## config.mk

```make
export PLATFORM = sky130hd
export DESIGN_NAME = mem_port_arbiter
export DESIGN_NICKNAME = d
export VERILOG_FILES = /design/src/rtl/mem_arb_pkg.sv /design/src/rtl/arb_pick.sv /design/src/rtl/mem_port_arbiter.sv
export SDC_FILE = /design/constraint.sdc
export NUM_CORES = 1
export LEC_CHECK = 0
export ABC_AREA = 1
export CORE_MARGIN = 4
export CORE_UTILIZATION = 30
export CTS_BUF_LIST = sky130_fd_sc_hd__clkbuf_4 sky130_fd_sc_hd__clkbuf_8
export CTS_CLUSTER_SIZE = 12
export DETAILED_ROUTE_END_ITERATION = 6
export PLACE_DENSITY_LB_ADDON = 0.2
export SYNTH_ARGS = -nofsm -noshare
export SYNTH_HDL_FRONTEND = slang
export SYNTH_HIERARCHICAL = 1
export SYNTH_SLANG_ARGS = --single-unit
export TNS_END_PERCENT = 1
```

## constraint.sdc

```tcl
create_clock -name clk_i -period 1.3 [get_ports clk_i]
set_input_delay 0.13 -clock clk_i [delete_from_list [all_inputs] [get_ports clk_i]]
set_output_delay 0.13 -clock clk_i [all_outputs]
set_load 0.02 [all_outputs]
```

## src/rtl/mem_arb_pkg.sv

```systemverilog
// Shared types for the memory port arbiter.
//   arb_state_t : arbiter FSM states
//   arb_owner_t : which requester owns the current transaction
//   WSTRB_W     : byte-enable width (data path is fixed at 32 bits)
package mem_arb_pkg;

    localparam int WSTRB_W = 4;

    typedef enum logic [1:0] {
        IDLE     = 2'd0,
        ISSUE    = 2'd1,
        WAIT_RSP = 2'd2
    } arb_state_t;

    typedef enum logic {
        OWN_I = 1'b0,
        OWN_D = 1'b1
    } arb_owner_t;

endpackage

```

## src/rtl/arb_pick.sv

```systemverilog
// Combinational owner picker for the memory port arbiter.
// Build option: MEM_ARB_ROUND_ROBIN_EN selects alternating priority under
// contention; without it data always beats fetch.
// Ports:
//   i_valid_i     fetch request valid
//   d_valid_i     data request valid
//   last_owner_i  owner served last (round-robin build only)
//   grant_valid_o at least one requester is valid
//   owner_o       selected requester
module arb_pick
    import mem_arb_pkg::*;
(
    input  logic       i_valid_i,
    input  logic       d_valid_i,
`ifdef MEM_ARB_ROUND_ROBIN_EN
    input  arb_owner_t last_owner_i,
`endif
    output logic       grant_valid_o,
    output arb_owner_t owner_o
);

    always_comb begin
        grant_valid_o = i_valid_i | d_valid_i;
`ifdef MEM_ARB_ROUND_ROBIN_EN
        // Under contention serve whoever was not served last; a sole
        // requester wins outright.
        if (i_valid_i && d_valid_i) begin
            owner_o = (last_owner_i == OWN_D) ? OWN_I : OWN_D;
        end else begin
            owner_o = d_valid_i ? OWN_D : OWN_I;
        end
`else
        owner_o = d_valid_i ? OWN_D : OWN_I;
`endif
    end

endmodule

```

## src/rtl/mem_port_arbiter.sv

```systemverilog
// Shares one single-port memory between the instruction-fetch path and the
// load/store path. One memory transaction is outstanding at a time.
// Build option: MEM_ARB_ROUND_ROBIN_EN (alternate owners under contention,
// adds a last_owner register); default is fixed data-over-fetch priority.
// DATA_W must stay 32 because byte enables are WSTRB_W = 4 bits.
//
// state    | meaning
// ---------+-----------------------------------------------------------
// IDLE     | no transaction; ready pulses to the picked valid requester
// ISSUE    | mem_req_o held with latched fields until mem_gnt_i
// WAIT_RSP | request granted; waiting for mem_rvalid_i
//
// Ports:
//   clk_i, rstn_i                      clock, async active-low reset
//   i_req_valid_i/addr_i/ready_o       fetch request channel (read only)
//   i_rsp_valid_o/data_o               fetch response strobe and data
//   d_req_valid_i/addr_i/we_i/wdata_i/wstrb_i/ready_o  data request channel
//   d_rsp_valid_o/data_o               data response strobe and data
//   mem_req_o/addr_o/we_o/wdata_o/wstrb_o  memory request
//   mem_gnt_i, mem_rvalid_i, mem_rdata_i   memory grant and completion
module mem_port_arbiter
    import mem_arb_pkg::*;
#(
    parameter int ADDR_W = 32,
    parameter int DATA_W = 32
) (
    input  logic               clk_i,
    input  logic               rstn_i,
    input  logic               i_req_valid_i,
    input  logic [ADDR_W-1:0]  i_req_addr_i,
    output logic               i_req_ready_o,
    output logic               i_rsp_valid_o,
    output logic [DATA_W-1:0]  i_rsp_data_o,
    input  logic               d_req_valid_i,
    input  logic [ADDR_W-1:0]  d_req_addr_i,
    input  logic               d_req_we_i,
    input  logic [DATA_W-1:0]  d_req_wdata_i,
    input  logic [WSTRB_W-1:0] d_req_wstrb_i,
    output logic               d_req_ready_o,
    output logic               d_rsp_valid_o,
    output logic [DATA_W-1:0]  d_rsp_data_o,
    output logic               mem_req_o,
    output logic [ADDR_W-1:0]  mem_addr_o,
    output logic               mem_we_o,
    output logic [DATA_W-1:0]  mem_wdata_o,
    output logic [WSTRB_W-1:0] mem_wstrb_o,
    input  logic               mem_gnt_i,
    input  logic               mem_rvalid_i,
    input  logic [DATA_W-1:0]  mem_rdata_i
);

    arb_state_t         state_q, state_d;
    arb_owner_t         owner_q, owner_d;
    logic [ADDR_W-1:0]  addr_q, addr_d;
    logic               we_q, we_d;
    logic [DATA_W-1:0]  wdata_q, wdata_d;
    logic [WSTRB_W-1:0] wstrb_q, wstrb_d;
    logic               i_rsp_valid_q, i_rsp_valid_d;
    logic [DATA_W-1:0]  i_rsp_data_q, i_rsp_data_d;
    logic               d_rsp_valid_q, d_rsp_valid_d;
    logic [DATA_W-1:0]  d_rsp_data_q, d_rsp_data_d;

    logic               pick_valid;
    arb_owner_t         pick_owner;
    logic               accept;
    logic               rsp_done;

`ifdef MEM_ARB_ROUND_ROBIN_EN
    arb_owner_t         last_owner_q, last_owner_d;
`endif

    arb_pick u_pick (
        .i_valid_i     (i_req_valid_i),
        .d_valid_i     (d_req_valid_i),
`ifdef MEM_ARB_ROUND_ROBIN_EN
        .last_owner_i  (last_owner_q),
`endif
        .grant_valid_o (pick_valid),
        .owner_o       (pick_owner)
    );

    assign accept   = (state_q == IDLE) && pick_valid;
    assign rsp_done = (state_q == WAIT_RSP) && mem_rvalid_i;

    // State register
    always_ff @(posedge clk_i or negedge rstn_i) begin
        if (!rstn_i) begin
            state_q <= IDLE;
        end else begin
            state_q <= state_d;
        end
    end

    // Next-state logic; gnt outside ISSUE and rvalid outside WAIT_RSP fall
    // through to the hold default.
    always_comb begin
        state_d = state_q;
        case (state_q)
            IDLE:     if (pick_valid)   state_d = ISSUE;
            ISSUE:    if (mem_gnt_i)    state_d = WAIT_RSP;
            WAIT_RSP: if (mem_rvalid_i) state_d = IDLE;
            default:                    state_d = IDLE;
        endcase
    end

    // Outputs; memory fields are zeroed outside ISSUE so the bus is quiet
    // whenever no request is presented.
    always_comb begin
        i_req_ready_o = accept && (pick_owner == OWN_I);
        d_req_ready_o = accept && (pick_owner == OWN_D);
        mem_req_o     = (state_q == ISSUE);
        mem_addr_o    = mem_req_o ? addr_q  : '0;
        mem_we_o      = mem_req_o ? we_q    : 1'b0;
        mem_wdata_o   = mem_req_o ? wdata_q : '0;
        mem_wstrb_o   = mem_req_o ? wstrb_q : '0;
        i_rsp_valid_o = i_rsp_valid_q;
        i_rsp_data_o  = i_rsp_data_q;
        d_rsp_valid_o = d_rsp_valid_q;
        d_rsp_data_o  = d_rsp_data_q;
    end

    // Request latch and response capture
    always_comb begin
        owner_d = owner_q;
        addr_d  = addr_q;
        we_d    = we_q;
        wdata_d = wdata_q;
        wstrb_d = wstrb_q;
        if (accept) begin
            owner_d = pick_owner;
            if (pick_owner == OWN_D) begin
                addr_d  = d_req_addr_i;
                we_d    = d_req_we_i;
                wdata_d = d_req_wdata_i;
                wstrb_d = d_req_we_i ? d_req_wstrb_i : '0;
            end else begin
                addr_d  = i_req_addr_i;
                we_d    = 1'b0;
                wdata_d = '0;
                wstrb_d = '0;
            end
        end

        i_rsp_valid_d = rsp_done && (owner_q == OWN_I);
        d_rsp_valid_d = rsp_done && (owner_q == OWN_D);
        i_rsp_data_d  = i_rsp_valid_d ? mem_rdata_i : i_rsp_data_q;
        d_rsp_data_d  = d_rsp_valid_d ? mem_rdata_i : d_rsp_data_q;
    end

    always_ff @(posedge clk_i or negedge rstn_i) begin
        if (!rstn_i) begin
            owner_q       <= OWN_I;
            addr_q        <= '0;
            we_q          <= 1'b0;
            wdata_q       <= '0;
            wstrb_q       <= '0;
            i_rsp_valid_q <= 1'b0;
            i_rsp_data_q  <= '0;
            d_rsp_valid_q <= 1'b0;
            d_rsp_data_q  <= '0;
        end else begin
            owner_q       <= owner_d;
            addr_q        <= addr_d;
            we_q          <= we_d;
            wdata_q       <= wdata_d;
            wstrb_q       <= wstrb_d;
            i_rsp_valid_q <= i_rsp_valid_d;
            i_rsp_data_q  <= i_rsp_data_d;
            d_rsp_valid_q <= d_rsp_valid_d;
            d_rsp_data_q  <= d_rsp_data_d;
        end
    end

`ifdef MEM_ARB_ROUND_ROBIN_EN
    always_comb begin
        last_owner_d = accept ? pick_owner : last_owner_q;
    end

    always_ff @(posedge clk_i or negedge rstn_i) begin
        if (!rstn_i) begin
            last_owner_q <= OWN_D;
        end else begin
            last_owner_q <= last_owner_d;
        end
    end
`endif

endmodule

```

Word level (Yosys, flattened, before mapping)
Cells that the tools add are included.
W data, S select, Z words.
{"block": "word_totals", "ff_bits": 138}
{"block": "classes", "eq_ne": 5, "mux": 14, "n_bitwise": 3, "reduce_logical": 8}
{"op": "$mux W32", "count": 4}
{"op": "$mux W4", "count": 3}
{"op": "$logic_and A1 B1 Y1", "count": 6}
{"op": "$mux W2", "count": 3}
{"op": "$pmux W2 S3", "count": 1}
{"op": "$ne A2 B2 Y1 const B", "count": 2}
{"op": "$mux W1", "count": 3}
{"op": "$reduce_and A3 Y1", "count": 1}
{"op": "$eq A2 B1 Y1 const B", "count": 1}
{"op": "$eq A2 B2 Y1 const B", "count": 1}
{"op": "$logic_not A2 Y1", "count": 1}
{"op": "$ne A2 B1 Y1 const B", "count": 1}
{"op": "$not A1 Y1", "count": 2}
{"op": "$or A1 B1 Y1", "count": 1}

Longest topological paths before layout
Gate-level depths: netlist of the first run.
{"block": "depth", "word_depth": 3, "ltp_mapped": 8, "depth_no_buf": 6}

By module
The synthesis of the first run kept the hierarchy.
{"module": "mem_port_arbiter", "n_inst": 1, "cells_per_inst": 851, "area_per_inst_um2": 6382.4, "seq_area_each_um2": 3453.3}
{"module": "arb_pick", "n_inst": 1, "cells_per_inst": 4, "area_per_inst_um2": 18.8, "seq_area_each_um2": 0.0}

Worst setup path after synthesis of the first run
OpenSTA, ideal clock, no wires.
{"block": "synth_path", "path_type": "register to output", "start": "register state_q[0]", "end": "output mem_addr_o[10]", "arrival_ps": 1451, "required_ps": 1170, "path_slack_ps": -281, "path_stages_with_launch": 6, "path_buffers": 1, "path_cell_list": "dfrtp_1 > inv_1 > nor2_1 > inv_2 > clkbuf_1 > nor2_1"}
{"block": "synth_between", "elab_chain_len": 2}
{"item": "from (decl)", "line": "mem_port_arbiter.sv:52", "rtl": "arb_state_t state_q, state_d;"}
{"item": "from (signal assigned)", "line": "mem_port_arbiter.sv:90", "rtl": "state_q <= state_d;"}
{"item": "$eq A2 B1 Y1", "line": "mem_port_arbiter.sv:111", "rtl": "mem_req_o = (state_q == ISSUE);"}
{"item": "net mem_req_o", "line": "mem_port_arbiter.sv:42", "rtl": "output logic mem_req_o,"}
{"item": "$mux W32", "line": "mem_port_arbiter.sv:112", "rtl": "mem_addr_o = mem_req_o ? addr_q : '0;"}
{"item": "to (decl)", "line": "mem_port_arbiter.sv:43", "rtl": "output logic [ADDR_W-1:0] mem_addr_o,"}
The timed path passes the listed nets, and every way through them passes these cells.

Worst setup path in the final report of the first run
{"block": "layout_path", "start": "register state_q[1]", "end": "output mem_addr_o[31]"}
{"block": "layout_between", "elab_chain_len": 2}
{"item": "$eq A2 B1 Y1", "line": "mem_port_arbiter.sv:111"}
{"item": "$mux W32", "line": "mem_port_arbiter.sv:112"}
No other way between the ends.

==> run metrics, run 1 <==
Crit. End Element=output pin; Placement Setup Slack=-0.426 ns; Routed wire per std cell=14.8 um; CTS Buf Count=17; IO buf count=276; hold slack=0.118 ns; Least-Margin Pin Slew=0.390 ns; Pint=13.0 mW; Layout fillers=2087; RSZ-0062 raised after global routing=yes; GRT overflow=0; Initial Util=0.305; Metal-1 WL=8970 um; Data arrival, critical path=1.61 ns; Worst R2R Path Depth=8; Synth Warn #=6; post-layout min period=1.74 ns; CTS max path bufs=2; Max-Cap Viols=0; GPL Wtd Cong=0.779; synth unique cells=15; largest net degree at the start of global routing=65; vias in the first global route=6109; most common cell after layout, fill and taps aside=nand2_1; Slew Limit Fails=0; Syn Std Cell Area=0.00640 mm^2; Switch Pwr=10.8 mW; post-layout worst setup margin=-0.445 ns; DR WL met2=9750 um; clock-pin slew on the worst setup and hold paths=0.08 ns; Clock Skew=0.00891 ns; Post-Synth Simple-Gate Area=0.342; Antenna Cells=0; Crit Path Max Fanout=13; r2r endpoint=addr_q[10]; flops & latches, synth=138; top sig layer=met4; Switching Share=0.455; endpoints failing setup=108; layout cells sized above 1=0.247; Combinational Power Share=0.545; Worst setup SP type=flip-flop; Hold WC Path Type=input port to flip-flop; die height=154 um; Vias/cell=4.46; 1st-iter DRT viols=266; initial antenna violation count=0; cells after synthesis=855; R2R setup slack=-0.06 ns; area growth from synthesis to layout=64.2%; Pwr Density=2260 mW/mm^2; clock sink count=138; Reg-to-Reg Start=state_q[0]; H-tree depth=4; post-route antenna net violation count=0; mux share of post-synthesis cell area=0; # rows=53; DRT Pass-1 Iters=4; final WL=20900 um; compound-gate portion of the synthesized area=0.0317; setup TNS=-29.09 ns; end of the critical path=mem_addr_o[31]; Worst slew margin=0.740; Total Routing Usage GR=0.174; Clk Latency, worst-skew pair=0.44 ns; number of vias in the routed layout=6314; failing checks=setup timing; Mapped Avg Cell Area=7.49 um^2; CTS tree=built; most frequent cells in the layout=391 x nand2_1, 137 x dfrtp_1, 135 x clkdlybuf4s50_1; root buffer cell=clkbuf_8; DR DRC count=0; Die Area=0.0237 mm^2; crit path kind=flip-flop to output pin; Required @ worst endpoint=1.17 ns; final hold violations=0; Pwr Total=23.8 mW; Critical Path Start=state_q[1]; largest family of logic cells by synthesized area=simple AND/OR/NAND/NOR gates; static leakage=5.16 nW; die width=154 um; WL met3=2000 um; first-pass GRT wire length=33200 um; Max IR drop VDD=0.000916 V; Post-Syn Nets=994; Clock Power Share=0.147; Top Ports=277; core area=0.0210 mm^2; Nets=1267; dpl hpwl=14900 um; post-synthesis xor/xnor area fraction=0; post-synthesis adder-cell area fraction=0; register area share after synthesis=0.539; outcome=finished, violations left; final worst path period share=1.34; Max Clock Freq=573 MHz; share of power burned in registers=0.308
==> registers in the layout, indices dropped and copies added, names as in the netlist <==
register / count
addr_q: 32
d_rsp_data_o: 32
i_rsp_data_o: 32
wdata_q: 32
wstrb_q: 4
state_q: 2
d_rsp_valid_o: 1
i_rsp_valid_o: 1
owner_q: 1
we_q: 1
==> worst min-delay path by stage <==
stage | cells past startpoint | endpoint | from | slack (ns)
5_1_grt | 4 | wdata_q[5] | d_req_valid_i | 0.11
3_3_place_gp | 1 | i_rsp_data_o[7] | rstn_i | 0.06
2_1_floorplan | 0 | addr_q[0] | rstn_i | -0.17
6_report | 4 | wdata_q[2] | d_req_valid_i | 0.12
3_5_place_dp | 1 | i_rsp_data_o[7] | rstn_i | 0.06
4_1_cts | 4 | wdata_q[5] | d_req_valid_i | 0.08
==> critical path: stages (launching register included) <==
cell and delay (ns):
dfrtp_2 0.45, nor2_4 0.18, inv_8 0.10, buf_12 0.18
nor2_2 0.10, buf_4 0.15
==> metrics by stage <==
step | instance area [um^2] | cells | utilization
2_1_floorplan | 6900 | 855 | -
3_3_place_gp | 10200 | 1380 | 0.484
3_5_place_dp | 10200 | 1380 | 0.484
4_1_cts | 10600 | 1416 | 0.505
5_1_grt | 10500 | 1416 | 0.500
6_report | 10500 | 1416 | 0.500
==> power by group through the flow <==
| stage | Combinational [mW] | Clock (mW) | Sequential [mW] |
|---|---|---|---|
| floorplan | 6.34 | 0 | 8.38 |
| global placement | 13.2 | 0 | 7.35 |
| detailed placement | 13.3 | 0 | 7.37 |
| CTS | 13.2 | 3.63 | 7.32 |
| global route | 14.1 | 3.81 | 7.59 |
| finish | 13.0 | 3.50 | 7.32 |
==> cell type report <==
class	instances	area, um^2	area share
Inverter	79	307	0.0292
Sequential cell	138	3450	0.329
Timing Repair Buffer	314	3120	0.296
Multi-Input combinational cell	578	2900	0.276
Tap cell	275	344	0.0327
Clock inverter	15	154	0.0146
Clock buffer	17	234	0.0223
==> cells in the mapped netlist <==
cell	count	area [um^2]
nand2_1	394	1480
dfrtp_1	138	3450
inv_1	77	289
nor2_1	73	274
nand4_1	66	413
o21ai_0	39	195
clkbuf_1	34	128
buf_2	22	110
nand3_1	4	20.0
buf_1	3	11.3
buf_4	1	7.51
clkinv_1	1	3.75
inv_2	1	3.75
nor2_2	1	6.26
o31ai_1	1	7.51
==> what timing repair did <==
item | CTS | global route
hold endpoints to repair | 139 | 0
pin swaps | 3 | 9
setup endpoints to repair | 211 | 228
setup buffers | 1 | 0
gates cloned | 1 | 0
resized for setup | 554 | 55
hold buffers | 2 | 0
==> cell families (layout without fill, tap and decap cells) <==
logic type,count (synthesis),count (layout)
flops,138,138
buf+inv,139,425
simple gates,538,538
compound gates,40,40
==> metal layers <==
| metal | vias to the layer above | global-route usage |
|---|---|---|
| met1 | 2892 | 0.225 |
| met2 | 224 | 0.276 |
| met5 | - | 0 |
| met4 | 0 | 0.0446 |
| li1 | 3184 | - |
| met3 | 14 | 0.0656 |
(Power assumes the default switching activity.)
==> inputs of run 2 (changes only) <==
- GPL_TIMING_DRIVEN: not set -> 0
==> run metrics, run 2 (same netlist as run 1, synthesis figures left out) <==
crit path kind=flip-flop to output pin; initial antenna violation count=0; WP buf/inv=4; Worst slew margin=0.659; RSZ-0062 raised after global routing=yes; GRT overflow=0; crit-path cells=buf_6 -> nor2_4 -> nand2_4 -> buf_6 -> buf_12 -> nor2_4 -> buf_6; Max IR drop VDD=0.000735 V; 1st-iter DRT viols=289; Max stage delay on crit path=0.43 ns; clock sink count=138; Max Clock Freq=572 MHz; endpoints failing setup=200; DRT Pass-1 Iters=5; met1 usage=0.236; CTS Buf Count=17; CTS max path bufs=2; number of vias in the routed layout=6524; Initial Util=0.305; CTS tree=built; Routed wire per std cell=15.5 um; clock-pin slew on the worst setup and hold paths=0.08 ns; final hold violations=0; post-layout worst setup margin=-0.447 ns; vias in the first global route=6376; met3 usage in global routing=0.0642; Die Area=0.0237 mm^2; # rows=53; root buffer cell=clkbuf_8; final WL=22500 um; post-layout min period=1.75 ns; Nets=1309; most frequent cells in the layout=389 x nand2_1, 137 x dfrtp_1, 137 x clkdlybuf4s50_1; largest net degree at the start of global routing=89; outcome=finished, violations left; R2R setup slack=-0.22 ns; core area=0.0210 mm^2; Required @ worst endpoint=1.17 ns; Pwr Density=2330 mW/mm^2; CP dominant cell by count=buf_6; GPL Wtd Cong=0.809; Clk Latency, worst-skew pair=0.45 ns; Crit Path Max Fanout=4; Max-Cap Viols=0; Total Routing Usage GR=0.185; post-route antenna net violation count=0; GRT busiest layer=met2; Worst setup SP type=flip-flop; DR DRC count=0; Least-Margin Pin Slew=0.511 ns; Final Core Density=0.518; Clock Skew=0.0202 ns; area growth from synthesis to layout=70.2%; layout cells sized above 1=0.260; most common cell after layout, fill and taps aside=nand2_1; Data arrival, critical path=1.62 ns; hold slack=0.198 ns; die height=154 um; static leakage=5.32 nW; dpl hpwl=16500 um; Critical-path top delay cell=dfrtp_1; met2 global-route usage=0.302; H-tree depth=4; Crit. End Element=output pin; Antenna Cells=0; setup TNS=-44.84 ns; largest delay contributor family on the critical path=buffers and inverters; Pwr Total=25.3 mW; IO buf count=276; first-pass GRT wire length=35000 um; failing checks=setup timing; Top Ports=277; Slew Limit Fails=0; Hold WC Path Type=input port to async pin; final worst path period share=1.34; Vias/cell=4.47; die width=154 um
## run 2: changes by cell type in the layout (fill, tap and decap cells not counted), sizes merged
cell,previous run,this run
clkdlybuf4s15,34,24
dlygate4sd2,1,0
clkbuf,41,85
buf,118,126
clkdlybuf4s50,135,137
clkinv,5,4
inv,86,84
dlygate4sd3,2,1
bufinv,1,2
clkinvlp,2,4
## run 2: routing by layer
layer / routed length (um) / up-vias
met2: 10600 / 226
met1: 9830 / 3020
li1: - / 3269
met3: 1980 / 9
met4: 160 / 0
met5: 0 / -
## run 2: worst reg2reg max path, delay by kind of cell, from the launching register on
| family | cells | cell delay (ns) |
|---|---|---|
| simple gates | 3 | 0.21 |
| flops | 1 | 0.43 |
| compound gates | 1 | 0.08 |
| buf+inv | 5 | 0.68 |
## run 2: timing repair
action	in CTS	in global routing
hold endpoints to repair	50	0
endpoints found under the setup margin	273	256
pin swaps	4	3
buffers inserted	8	4
hold buffers	1	0
cloned	1	6
resized for setup	609	152
## run 2: final cells by class
type,instances,area (um^2)
Timing Repair inverter,1,11.3
Fill cell,2078,10100
Tap cell,275,344
Buffer,59,547
Clock buffer,18,241
Timing Repair Buffer,296,2850
Sequential cell,138,3450
Clock inverter,14,163
Inverter,79,314
Multi-Input combinational cell,578,2960
## run 2: worst paths after layout
kind                              endpoint              start  depth (start not counted)
min reg2reg                i_rsp_data_o[5]    i_rsp_data_o[5]                          2
min in group clk_i             wdata_q[16]  d_req_wdata_i[16]                          3
min                        i_rsp_data_o[6]             rstn_i                          2
max                          d_req_ready_o         state_q[0]                          7
max reg2reg                     wdata_q[1]         state_q[0]                          9
max in group asynchronous        addr_q[4]             rstn_i                          3
## run 2: power breakdown
| part | total [mW] | switching (mW) | internal, mW |
|---|---|---|---|
| sequential | 7.30 | 1.05 | 6.25 |
| combinational | 14.4 | 8.39 | 5.97 |
| clock | 3.67 | 1.89 | 1.78 |
## run 2: stage by stage
step                      worst slack (ns)  cell area (um^2)  cells
after floorplan                    -0.0486              6900    855
after global placement               -5.78             10000   1406
after CTS                           -0.485             10700   1448
final                               -0.447             10900   1458
after global routing                -0.549             10900   1458
after detailed placement             -1.36             10000   1407
